**config.mk**
```make
export PLATFORM = sky130hd
export DESIGN_NAME = sc_regjug_move_ctrl
export DESIGN_NICKNAME = d
export VERILOG_FILES = /design/src/rtl/sc_regjug_move_ctrl_pkg.sv /design/src/rtl/sc_btn_sync_edge.sv /design/src/rtl/sc_regjug_move_ctrl.sv
export SDC_FILE = /design/constraint.sdc
export NUM_CORES = 1
export LEC_CHECK = 0
export CORE_MARGIN = 4
export CORE_UTILIZATION = 30
export CTS_BUF_LIST = sky130_fd_sc_hd__clkbuf_16
export CTS_CLUSTER_SIZE = 24
export DETAILED_ROUTE_END_ITERATION = 7
export PLACE_DENSITY = 0.56
export REMOVE_ABC_BUFFERS = 1
export SLEW_MARGIN = 20
export SYNTH_ARGS = -nofsm -noshare
export SYNTH_HDL_FRONTEND = slang
export SYNTH_SLANG_ARGS = --single-unit
```
**constraint.sdc**
```tcl
create_clock -name SC_REGJUG_CLOCK_50 -period 2 [get_ports SC_REGJUG_CLOCK_50]
set_input_delay 0.4 -clock SC_REGJUG_CLOCK_50 [delete_from_list [all_inputs] [get_ports SC_REGJUG_CLOCK_50]]
set_output_delay 0.4 -clock SC_REGJUG_CLOCK_50 [all_outputs]
set_load 0.05 [all_outputs]
```
**src/rtl/sc_regjug_move_ctrl_pkg.sv**
```systemverilog
// Shared definitions for the player-move controller.
// Provides the game state codes, the shift command encodings used on the
// player register's shift-select port, and a small lives helper.
package sc_regjug_move_ctrl_pkg;

    localparam int unsigned STATE_W = 3;
    localparam int unsigned LIVES_W = 3;
    localparam int unsigned SHIFT_W = 2;

    // Game-level state codes; values 5..7 are illegal and recover to idle.
    typedef enum logic [STATE_W-1:0] {
        ST_IDLE  = 3'd0,
        ST_SPAWN = 3'd1,
        ST_PLAY  = 3'd2,
        ST_HIT   = 3'd3,
        ST_OVER  = 3'd4
    } state_t;

    // Shift commands to the player register; 2'b11 is never driven.
    localparam logic [SHIFT_W-1:0] SHIFT_HOLD  = 2'b00;
    localparam logic [SHIFT_W-1:0] SHIFT_LEFT  = 2'b01;
    localparam logic [SHIFT_W-1:0] SHIFT_RIGHT = 2'b10;

    // Lose one life, never going below zero.
    function automatic logic [LIVES_W-1:0] lives_dec(input logic [LIVES_W-1:0] lives);
        return (lives == LIVES_W'(0)) ? LIVES_W'(0) : lives - LIVES_W'(1);
    endfunction

endpackage

```
**src/rtl/sc_btn_sync_edge.sv**
```systemverilog
// Button conditioner: 2-FF synchronizer plus falling-edge detector.
// Ports:
//   SC_REGJUG_CLOCK_50      - system clock
//   SC_REGJUG_RESET_InHigh  - asynchronous active-high reset (all stages to 1)
//   i_btn_n                 - raw active-low button, asynchronous to the clock
//   o_level                 - synchronized level (0 = pressed)
//   o_fall                  - one-cycle press event (high->low of o_level)
module sc_btn_sync_edge (
    input  logic SC_REGJUG_CLOCK_50,
    input  logic SC_REGJUG_RESET_InHigh,
    input  logic i_btn_n,
    output logic o_level,
    output logic o_fall
);

    logic r_sync1;
    logic r_sync2;
    logic r_prev;

    // Synchronizer chain plus one history stage for edge detection.
    always_ff @(posedge SC_REGJUG_CLOCK_50 or posedge SC_REGJUG_RESET_InHigh) begin
        if (SC_REGJUG_RESET_InHigh) begin
            r_sync1 <= 1'b1;
            r_sync2 <= 1'b1;
            r_prev  <= 1'b1;
        end else begin
            r_sync1 <= i_btn_n;
            r_sync2 <= r_sync1;
            r_prev  <= r_sync2;
        end
    end

    // Event is visible in the same cycle the synchronized level drops, so the
    // consumer's output register lands on the third edge after the press.
    assign o_level = r_sync2;
    assign o_fall  = r_prev & ~r_sync2;

endmodule

```
**src/rtl/sc_regjug_move_ctrl.sv**
```systemverilog
// Player-move controller for the register-juggle game.
// Conditions the three buttons, generates rate-limited one-cycle shift
// commands, and runs the idle/spawn/play/hit/over game FSM with lives.
// Ports:
//   SC_REGJUG_CLOCK_50                - system clock
//   SC_REGJUG_RESET_InHigh            - asynchronous active-high reset
//   SC_REGJUGCTRL_left_InLow          - raw left button (active low)
//   SC_REGJUGCTRL_right_InLow         - raw right button (active low)
//   SC_REGJUGCTRL_start_InLow         - raw start button (active low)
//   SC_REGJUGCTRL_collision_In        - player/obstacle overlap (synchronous)
//   SC_REGJUGCTRL_shiftselection_Out  - 01 left, 10 right, 00 hold
//   SC_REGJUGCTRL_clear_OutLow        - clear player register (active low)
//   SC_REGJUGCTRL_initpos_OutLow      - load initial position (active low)
//   SC_REGJUGCTRL_lives_Out           - remaining lives
//   SC_REGJUGCTRL_state_Out           - current state code
module sc_regjug_move_ctrl
    import sc_regjug_move_ctrl_pkg::*;
#(
    parameter int unsigned MOVE_TICKS = 2500000,
    parameter int unsigned TICK_WIDTH = 22,
    parameter int unsigned HIT_TICKS  = 25000000,
    parameter int unsigned HIT_WIDTH  = 25,
    parameter int unsigned LIVES_INIT = 3
) (
    input  logic                SC_REGJUG_CLOCK_50,
    input  logic                SC_REGJUG_RESET_InHigh,
    input  logic                SC_REGJUGCTRL_left_InLow,
    input  logic                SC_REGJUGCTRL_right_InLow,
    input  logic                SC_REGJUGCTRL_start_InLow,
    input  logic                SC_REGJUGCTRL_collision_In,
    output logic [SHIFT_W-1:0]  SC_REGJUGCTRL_shiftselection_Out,
    output logic                SC_REGJUGCTRL_clear_OutLow,
    output logic                SC_REGJUGCTRL_initpos_OutLow,
    output logic [LIVES_W-1:0]  SC_REGJUGCTRL_lives_Out,
    output logic [STATE_W-1:0]  SC_REGJUGCTRL_state_Out
);

    localparam logic [TICK_WIDTH-1:0] REP_LAST   = TICK_WIDTH'(MOVE_TICKS - 1);
    localparam logic [HIT_WIDTH-1:0]  HIT_LAST   = HIT_WIDTH'(HIT_TICKS - 1);
    localparam logic [LIVES_W-1:0]    LIVES_FULL = LIVES_W'(LIVES_INIT);

    logic w_left_level;
    logic w_left_fall;
    logic w_right_level;
    logic w_right_fall;
    logic w_start_level;
    logic w_start_fall;
    logic w_start_evt;

    state_t                r_state;
    logic [LIVES_W-1:0]    r_lives;
    logic [SHIFT_W-1:0]    r_shift;
    logic                  r_clear_n;
    logic                  r_initpos_n;
    logic [TICK_WIDTH-1:0] r_rep_cnt;
    logic [HIT_WIDTH-1:0]  r_hit_cnt;

    sc_btn_sync_edge u_left (
        .SC_REGJUG_CLOCK_50     (SC_REGJUG_CLOCK_50),
        .SC_REGJUG_RESET_InHigh (SC_REGJUG_RESET_InHigh),
        .i_btn_n                (SC_REGJUGCTRL_left_InLow),
        .o_level                (w_left_level),
        .o_fall                 (w_left_fall)
    );

    sc_btn_sync_edge u_right (
        .SC_REGJUG_CLOCK_50     (SC_REGJUG_CLOCK_50),
        .SC_REGJUG_RESET_InHigh (SC_REGJUG_RESET_InHigh),
        .i_btn_n                (SC_REGJUGCTRL_right_InLow),
        .o_level                (w_right_level),
        .o_fall                 (w_right_fall)
    );

    sc_btn_sync_edge u_start (
        .SC_REGJUG_CLOCK_50     (SC_REGJUG_CLOCK_50),
        .SC_REGJUG_RESET_InHigh (SC_REGJUG_RESET_InHigh),
        .i_btn_n                (SC_REGJUGCTRL_start_InLow),
        .o_level                (w_start_level),
        .o_fall                 (w_start_fall)
    );

    // Start press: fresh falling edge with the settled level low; a button
    // held across states never produces a second event.
    assign w_start_evt = w_start_fall & ~w_start_level;

    // Game FSM with counters; every output is a register updated here.
    always_ff @(posedge SC_REGJUG_CLOCK_50 or posedge SC_REGJUG_RESET_InHigh) begin
        if (SC_REGJUG_RESET_InHigh) begin
            r_state     <= ST_IDLE;
            r_lives     <= LIVES_FULL;
            r_shift     <= SHIFT_HOLD;
            r_clear_n   <= 1'b0;
            r_initpos_n <= 1'b1;
            r_rep_cnt   <= '0;
            r_hit_cnt   <= '0;
        end else begin
            // Shift commands are single-cycle pulses unless re-issued below.
            r_shift <= SHIFT_HOLD;

            case (r_state)
                ST_IDLE: begin
                    r_clear_n   <= 1'b0;
                    r_initpos_n <= 1'b1;
                    r_rep_cnt   <= '0;
                    r_hit_cnt   <= '0;
                    if (w_start_evt) begin
                        r_state     <= ST_SPAWN;
                        r_lives     <= LIVES_FULL;
                        r_clear_n   <= 1'b1;
                        r_initpos_n <= 1'b0;
                    end
                end

                ST_SPAWN: begin
                    r_state     <= ST_PLAY;
                    r_clear_n   <= 1'b1;
                    r_initpos_n <= 1'b1;
                    r_rep_cnt   <= '0;
                    r_hit_cnt   <= '0;
                end

                ST_PLAY: begin
                    r_clear_n   <= 1'b1;
                    r_initpos_n <= 1'b1;
                    if (SC_REGJUGCTRL_collision_In) begin
                        // Collision wins over any move scheduled this cycle.
                        r_state   <= ST_HIT;
                        r_lives   <= lives_dec(r_lives);
                        r_rep_cnt <= '0;
                        r_hit_cnt <= '0;
                    end else if (!w_left_level && !w_right_level) begin
                        // Conflicting buttons: hold and restart the period.
                        r_rep_cnt <= '0;
                    end else if (w_left_fall) begin
                        r_shift   <= SHIFT_LEFT;
                        r_rep_cnt <= '0;
                    end else if (w_right_fall) begin
                        r_shift   <= SHIFT_RIGHT;
                        r_rep_cnt <= '0;
                    end else if (!w_left_level || !w_right_level) begin
                        // One button held: auto-repeat once per full period.
                        if (r_rep_cnt >= REP_LAST) begin
                            r_rep_cnt <= '0;
                            r_shift   <= w_left_level ? SHIFT_RIGHT : SHIFT_LEFT;
                        end else begin
                            r_rep_cnt <= r_rep_cnt + TICK_WIDTH'(1);
                        end
                    end else begin
                        r_rep_cnt <= '0;
                    end
                end

                ST_HIT: begin
                    // Register holds for display; collision is not looked at.
                    r_clear_n   <= 1'b1;
                    r_initpos_n <= 1'b1;
                    r_rep_cnt   <= '0;
                    if (r_hit_cnt >= HIT_LAST) begin
                        r_hit_cnt <= '0;
                        if (r_lives != LIVES_W'(0)) begin
                            r_state     <= ST_SPAWN;
                            r_initpos_n <= 1'b0;
                        end else begin
                            r_state <= ST_OVER;
                        end
                    end else begin
                        r_hit_cnt <= r_hit_cnt + HIT_WIDTH'(1);
                    end
                end

                ST_OVER: begin
                    r_clear_n   <= 1'b1;
                    r_initpos_n <= 1'b1;
                    r_lives     <= '0;
                    r_rep_cnt   <= '0;
                    r_hit_cnt   <= '0;
                    if (w_start_evt) begin
                        r_state     <= ST_SPAWN;
                        r_lives     <= LIVES_FULL;
                        r_initpos_n <= 1'b0;
                    end
                end

                default: begin
                    // Illegal code: fall back to the reset picture.
                    r_state     <= ST_IDLE;
                    r_lives     <= LIVES_FULL;
                    r_clear_n   <= 1'b0;
                    r_initpos_n <= 1'b1;
                    r_rep_cnt   <= '0;
                    r_hit_cnt   <= '0;
                end
            endcase
        end
    end

    assign SC_REGJUGCTRL_shiftselection_Out = r_shift;
    assign SC_REGJUGCTRL_clear_OutLow       = r_clear_n;
    assign SC_REGJUGCTRL_initpos_OutLow     = r_initpos_n;
    assign SC_REGJUGCTRL_lives_Out          = r_lives;
    assign SC_REGJUGCTRL_state_Out          = r_state;

endmodule
```
# After elaboration in Yosys (flattened, before gate mapping)
# Cells that the tools add are included.
[op_classes] shift=0 n_mux=34 n_reduce_logical=12 n_div=0 n_bitwise=8 multipliers=0 magnitude_cmp=2 n_addsub=3 n_eq_ne=8
[ops] cell="two-way mux 22 bit" n=7
[ops] cell="two-way mux 25 bit" n=2
[ops] cell="case mux 25 bit (2 select lines)" n=1
[ops] cell="adder 25 x 1 -> 25 bit, second input constant" n=1
[ops] cell="greater-or-equal comparator 25 bit, second input constant" n=1
[ops] cell="case mux 3 bit (4 select lines)" n=2
[ops] cell="adder 22 x 1 -> 22 bit, second input constant" n=1
[ops] cell="greater-or-equal comparator 22 bit, second input constant" n=1
[ops] cell="two-way mux 3 bit" n=7
[ops] cell="two-way mux 2 bit" n=9
[ops] cell="equality test 3 x 2 -> 1 bit, second input constant" n=2
[ops] cell="logical NOT 3 bit" n=2
[ops] cell="inequality test 2 bit, second input constant" n=3
[ops] cell="AND reduction 3 bit" n=2
[ops] cell="AND 1 bit" n=4
[ops] cell="two-way mux 1 bit" n=4
[ops] cell="NOT 1 bit" n=4
[ops] cell="case mux 1 bit (2 select lines)" n=2
[ops] cell="OR reduction 2 bit" n=2
[ops] cell="OR reduction 4 bit" n=1
[ops] cell="equality test 3 x 1 -> 1 bit, second input constant" n=1
[ops] cell="equality test 3 bit, second input constant" n=1
[ops] cell="nonzero test 3 bit" n=1
[ops] cell="subtractor 3 x 1 -> 3 bit, second input constant" n=1
[ops] cell="other kinds (4)" n=5
[word_totals] rom_bits=0 reg_bits=66 latchBits=0 word_cells=83 ram_bits=0 memories=0

# Longest topological paths before layout
[depth] depth_word=8 depth_mapped=8 mapped_depth_nobuf=7

# Cells and area by module
# From an unflattened synthesis, not the netlist that was laid out.
[hier_totals] hier_cells=335 area_unflattened_um2=3261.9
[by_module_without_submodules] module="sc_regjug_move_ctrl" seq_area_each_um2=1430.1 cells_per_inst=320 area_each_um2=2972.9 instances=1
[by_module_without_submodules] module="sc_btn_sync_edge" seq_area_each_um2=78.8 cells_per_inst=5 area_each_um2=96.3 instances=3

# Worst setup path before layout
# OpenSTA, ideal clock, no wires.
[synth_path] path_type="register to register" from="register r_state[1] (netlist: SC_REGJUGCTRL_state_Out[1])" to="register r_rep_cnt[10]" n_path_buf=2 path_stages_with_launch=6 synth_period_minus_slack_ns=2.130 t_arrival_ns=2.058 setup_slack_ns=-0.130 path_cell_list="dfrtp_1 -> buf_2 -> or4b_1 -> or3_1 -> buf_2 -> nor2_1"
[synth_via] elab_chain_cells=2
[synth_rtl] item="start: declaration" line_no="sc_regjug_move_ctrl.sv:50" rtl="state_t r_state;"
[synth_rtl] item="start signal: assignment" line_no="sc_regjug_move_ctrl.sv:89" rtl="r_state <= ST_IDLE;"
[synth_rtl] item="start signal: assignment" line_no="sc_regjug_move_ctrl.sv:107" rtl="r_state <= ST_SPAWN;"
[synth_rtl] item="start signal: assignment" line_no="sc_regjug_move_ctrl.sv:115" rtl="r_state <= ST_PLAY;"
[synth_rtl] item="equality test 3 x 2 -> 1 bit" line_no="sc_regjug_move_ctrl.sv:100" rtl="case (r_state)"
[synth_rtl] item="two-way mux 22 bit" line_no="sc_regjug_move_ctrl.sv:100"
[synth_rtl] item="end signal: assignment" line_no="sc_regjug_move_ctrl.sv:146" rtl="r_rep_cnt <= r_rep_cnt + TICK_WIDTH'(1);"
[synth_rtl] item="end: declaration" line_no="sc_regjug_move_ctrl.sv:55" rtl="logic [TICK_WIDTH-1:0] r_rep_cnt;"
# No other way between the ends.
# A chain may end at the register's enable or synchronous reset.

# Final worst setup path
[layout_path] from="register r_hit_cnt[1]" to="register r_hit_cnt[6]"
[layout_via] elab_chain_cells=3 elab_cells_between_ends=4 cone_classes="1 x add/sub; 1 x order compare; 2 x mux"
[layout_rtl] item="start: declaration" line_no="sc_regjug_move_ctrl.sv:56" rtl="logic [HIT_WIDTH-1:0] r_hit_cnt;"
[layout_rtl] item="start signal: assignment" line_no="sc_regjug_move_ctrl.sv:167" rtl="r_hit_cnt <= r_hit_cnt + HIT_WIDTH'(1);"
[layout_rtl] item="adder 25 x 1 -> 25 bit / greater-or-equal comparator 25 bit (equally long branches)" line_no="sc_regjug_move_ctrl.sv:167, sc_regjug_move_ctrl.sv:158"
[layout_rtl] item="two-way mux 25 bit (*)" line_no="sc_regjug_move_ctrl.sv:158" rtl="if (r_hit_cnt >= HIT_LAST) begin"
[layout_rtl] item="case mux 25 bit (2 select lines) (*)" line_no="sc_regjug_move_ctrl.sv:100"
# Every way passes the cells marked *; elsewhere a longest branch is shown, timed or not.

==> results.md <==
* Syn_area_per_cell at 9.95 µm²
* Gate Count Post-Synth at about 320
* DIE AREA at 0.0124 mm²
* HP Class: in -> async
* Relative slew slack at 0.663
* Worst-case clock buffer depth at 2
* Crit path largest cell delay at 0.38 ns
* Filler cells at 1028
* Final Slew Violations at 0
* CTS tree: done
* DRC at 0
* Synth warn at 0
* TritonCTS buffer count at 9
* Largest net degree at the start of global routing at 46
* CP bufs+invs at 2
* Antenna viol nets, final at 0
* Reg2Reg Setup Slack at 0.05 ns
* Post-DP HPWL at 4540 µm
* Iter 0 DRT Violations at 96
* Final hold vios at 0
* DR WL met3 at 203 µm
* DP Area at 0.00379 mm²
* # diodes at 0
* Maximum clock frequency at about 0.51 GHz
* Cell chain of the critical path: ha_2, inv_1, a21o_1, a31oi_1, o211ai_4, buf_4, a31o_2, a32o_1
* Yosys cell types at 45
* R2R cell count at 8
* FFs w/ async S/R, synth at 1.00
* Status: complete, no violations
* Placed Cells at between 500 and 600
* Port buffer count at 15
* Antenna violations before repair at 0
* Clk_lat worst skew at 0.32 ns
* Area contributors post-synth: dfrtp_1 (42%), dfstp_2 (9.9%), nor2_1 (6.9%)
* Critical path arrival at roughly 2.2 ns
* Max Cap Viol at 0
* Via count at 2487
* Cell Rows at 37
* Critical Path Sink Type: flop
* Synth Cell Area at 0.00319 mm²
* Ys flop type: dfrtp_1
* Slew at the pin closest to its max-slew limit at around 0.50 ns
* Post-Route WL at around 6500 µm
* RSZ-0062 raised after global routing: true
* Total gr overflow at 0
* Chip Width at 111 µm
* Clock sinks at 66
* Period minus WS final at ~2 ns
* Stages on the worst setup path at 8
* Synth top area share at 0.423
* Fin util at 0.400
* Wl on met1 at 3380 µm
* Setup CP Type: reg -> reg
* Number of global-route vias before repair at ~2400
* Critical R2R Launch: r_hit_cnt[1]$_DFFE_PP0P_
* Max H-tree Level at 3
* Vias per cell at approximately 4.8
* RePlAce Congestion at 0.754
* Post-Layout Inst Area at 0.00415 mm²
* Delay-heaviest family, CP: compound AO/OA/AOI/OAI gates
* Drt wl/cell at approximately 12 µm
* Required time worst endpoint at approximately 2.2 ns
* Post-synth top area cell: dfrtp_1
* Commonest cells in the netlist: nor2_1 (59), dfrtp_1 (54), xor2_1 (23)
* Clk pin slew, worst setup/hold paths at 0.05 ns
* RR Endpoint: r_hit_cnt[6]$_DFFE_PP0P_
* Setup ws final at around 0.048 ns
* Die Ht at between 100 and 150 µm
* Root buffer cell: clkbuf_16
* Gr usage total at 0.109
* Starting density of the core at 0.308
* Fin nets at 391
* Setup TNS at 0 ns
* First-pass iteration count of the detailed router at 4
* Pre-CTS setup slack at -0.390 ns
* Fraction of layout cells with a size suffix above 1 at 0.244
* Clk_skew at roughly 0.0051 ns
* Top layer in use: met4
* Most frequent cell after synthesis: nor2_1
* Yosys reg bits at 66
* Post-synth EDFFs at 0
* Core Footprint at 0.0104 mm²
* Synth-to-Final Area Change at 29.8%
* PD cells at 968 mW/mm²
* Peak VDD IR at between 0.0006 and 0.0007 V
* First-pass GRT wire length at 11200 µm
* CP max stage cell: dfrtp_1
* Post-synthesis sequential area ratio at 0.522
* CP max FO at 11
* Final Setup Violations at 0
* LEAKAGE at 1.74 nW
* Final cycle utilization of the critical path at 0.976
* I/O pin cnt at 16
* Cell Count, Final, Fillers Out at 522
* CP startpoint kind: flop
* Met2 wire length at between 2000 and 3000 µm
-- where the power goes --
part | switching, W | internal (W)
Combinational | 0.000628 | 0.000410
Clock | 0.000520 | 0.000939
Sequential | 0.0000590 | 0.00145
-- timing repair --
action                     CTS  global route
gates cloned                 0             0
pin swaps                    2             5
hold buffers                 0             0
setup buffers                1             1
setup endpoints to repair   38            42
resized for setup            9             8
-- placed cells by master (no fill, tap or decap), types with 3 or more instances in the layout --
master           count
inv_1               11
a31oi_1              6
nor2_1              56
clkdlybuf4s50_1      7
nand3_1             22
nand2b_1             3
clkbuf_16            9
nor2_2               3
xnor2_1             12
nand2_1             20
and4_1               4
dfrtp_1             54
dfstp_2             12
mux2i_1              5
a21oi_1              3
clkinv_1             3
nor3_1               8
and3_1               6
o21ai_0              9
buf_4               48
a32o_1               4
xor2_1              23
nand4_1             12
and2_1               3
-- metal layers --
layer | vias to the layer above | GRT usage
li1 | 1243 | -
met1 | 1207 | 0.155
met2 | 28 | 0.160
met3 | 9 | 0.0262
met4 | 0 | 0.0414
met5 | - | 0
-- cells by family after synthesis --
family	count (synthesis)	synth area share
fa+ha+maj	4	0.0157
xor+xnor	35	0.0960
flops	66	0.522
buf+inv	20	0.0282
simple gates	154	0.242
compound gates	36	0.0776
mux	6	0.0192
-- worst max path at each step --
stage	slack, ns	to	from
3_3_place_gp	-0.32	r_hit_cnt[22]$_DFFE_PP0P_	SC_REGJUGCTRL_collision_In
3_5_place_dp	-0.39	r_hit_cnt[22]$_DFFE_PP0P_	SC_REGJUGCTRL_collision_In
2_1_floorplan	-0.18	r_rep_cnt[7]$_DFF_PP0_	SC_REGJUGCTRL_state_Out[2]$_DFFE_PP0P_
5_1_grt	-0.03	r_hit_cnt[6]$_DFFE_PP0P_	r_hit_cnt[1]$_DFFE_PP0P_
4_1_cts	-0.009	r_rep_cnt[2]$_DFF_PP0_	r_rep_cnt[0]$_DFF_PP0_
6_report	0.05	r_hit_cnt[6]$_DFFE_PP0P_	r_hit_cnt[1]$_DFFE_PP0P_
-- stage by stage --
| stage | total power, W | hold WS [ns] |
|---|---|---|
| after floorplan | 0.00216 | 0.345 |
| after global placement | 0.00254 | 0.348 |
| after detailed placement | 0.00255 | 0.347 |
| after CTS | 0.00405 | 0.339 |
| after global routing | 0.00423 | 0.359 |
| final | 0.00401 | 0.335 |
-- cell type report --
| cell class | count | area (µm²) | area share |
|---|---|---|---|
| flip-flops and latches | 66 | 1670 | 0.402 |
| multi-input cells | 235 | 1500 | 0.361 |
| repair buffers | 59 | 495 | 0.120 |
| clock buffers | 9 | 225 | 0.0543 |
| well taps | 136 | 170 | 0.0411 |
| clock inverters | 7 | 53.8 | 0.0130 |
| inverters | 10 | 37.5 | 0.00906 |
-- flip-flops by register name, summed over array words and instances, names as in the netlist --
register,count
u_right.o_level,1
r_hit_cnt,25
u_start.r_sync1,1
u_left.r_sync1,1
SC_REGJUGCTRL_lives_Out,3
SC_REGJUGCTRL_shiftselection_Out,2
SC_REGJUGCTRL_initpos_OutLow,1
r_rep_cnt,22
u_left.o_level,1
u_start.o_level,1
u_right.r_prev,1
SC_REGJUGCTRL_state_Out,3
u_left.r_prev,1
u_start.r_prev,1
u_right.r_sync1,1
SC_REGJUGCTRL_clear_OutLow,1
Power figures use the tool's default switching activity.
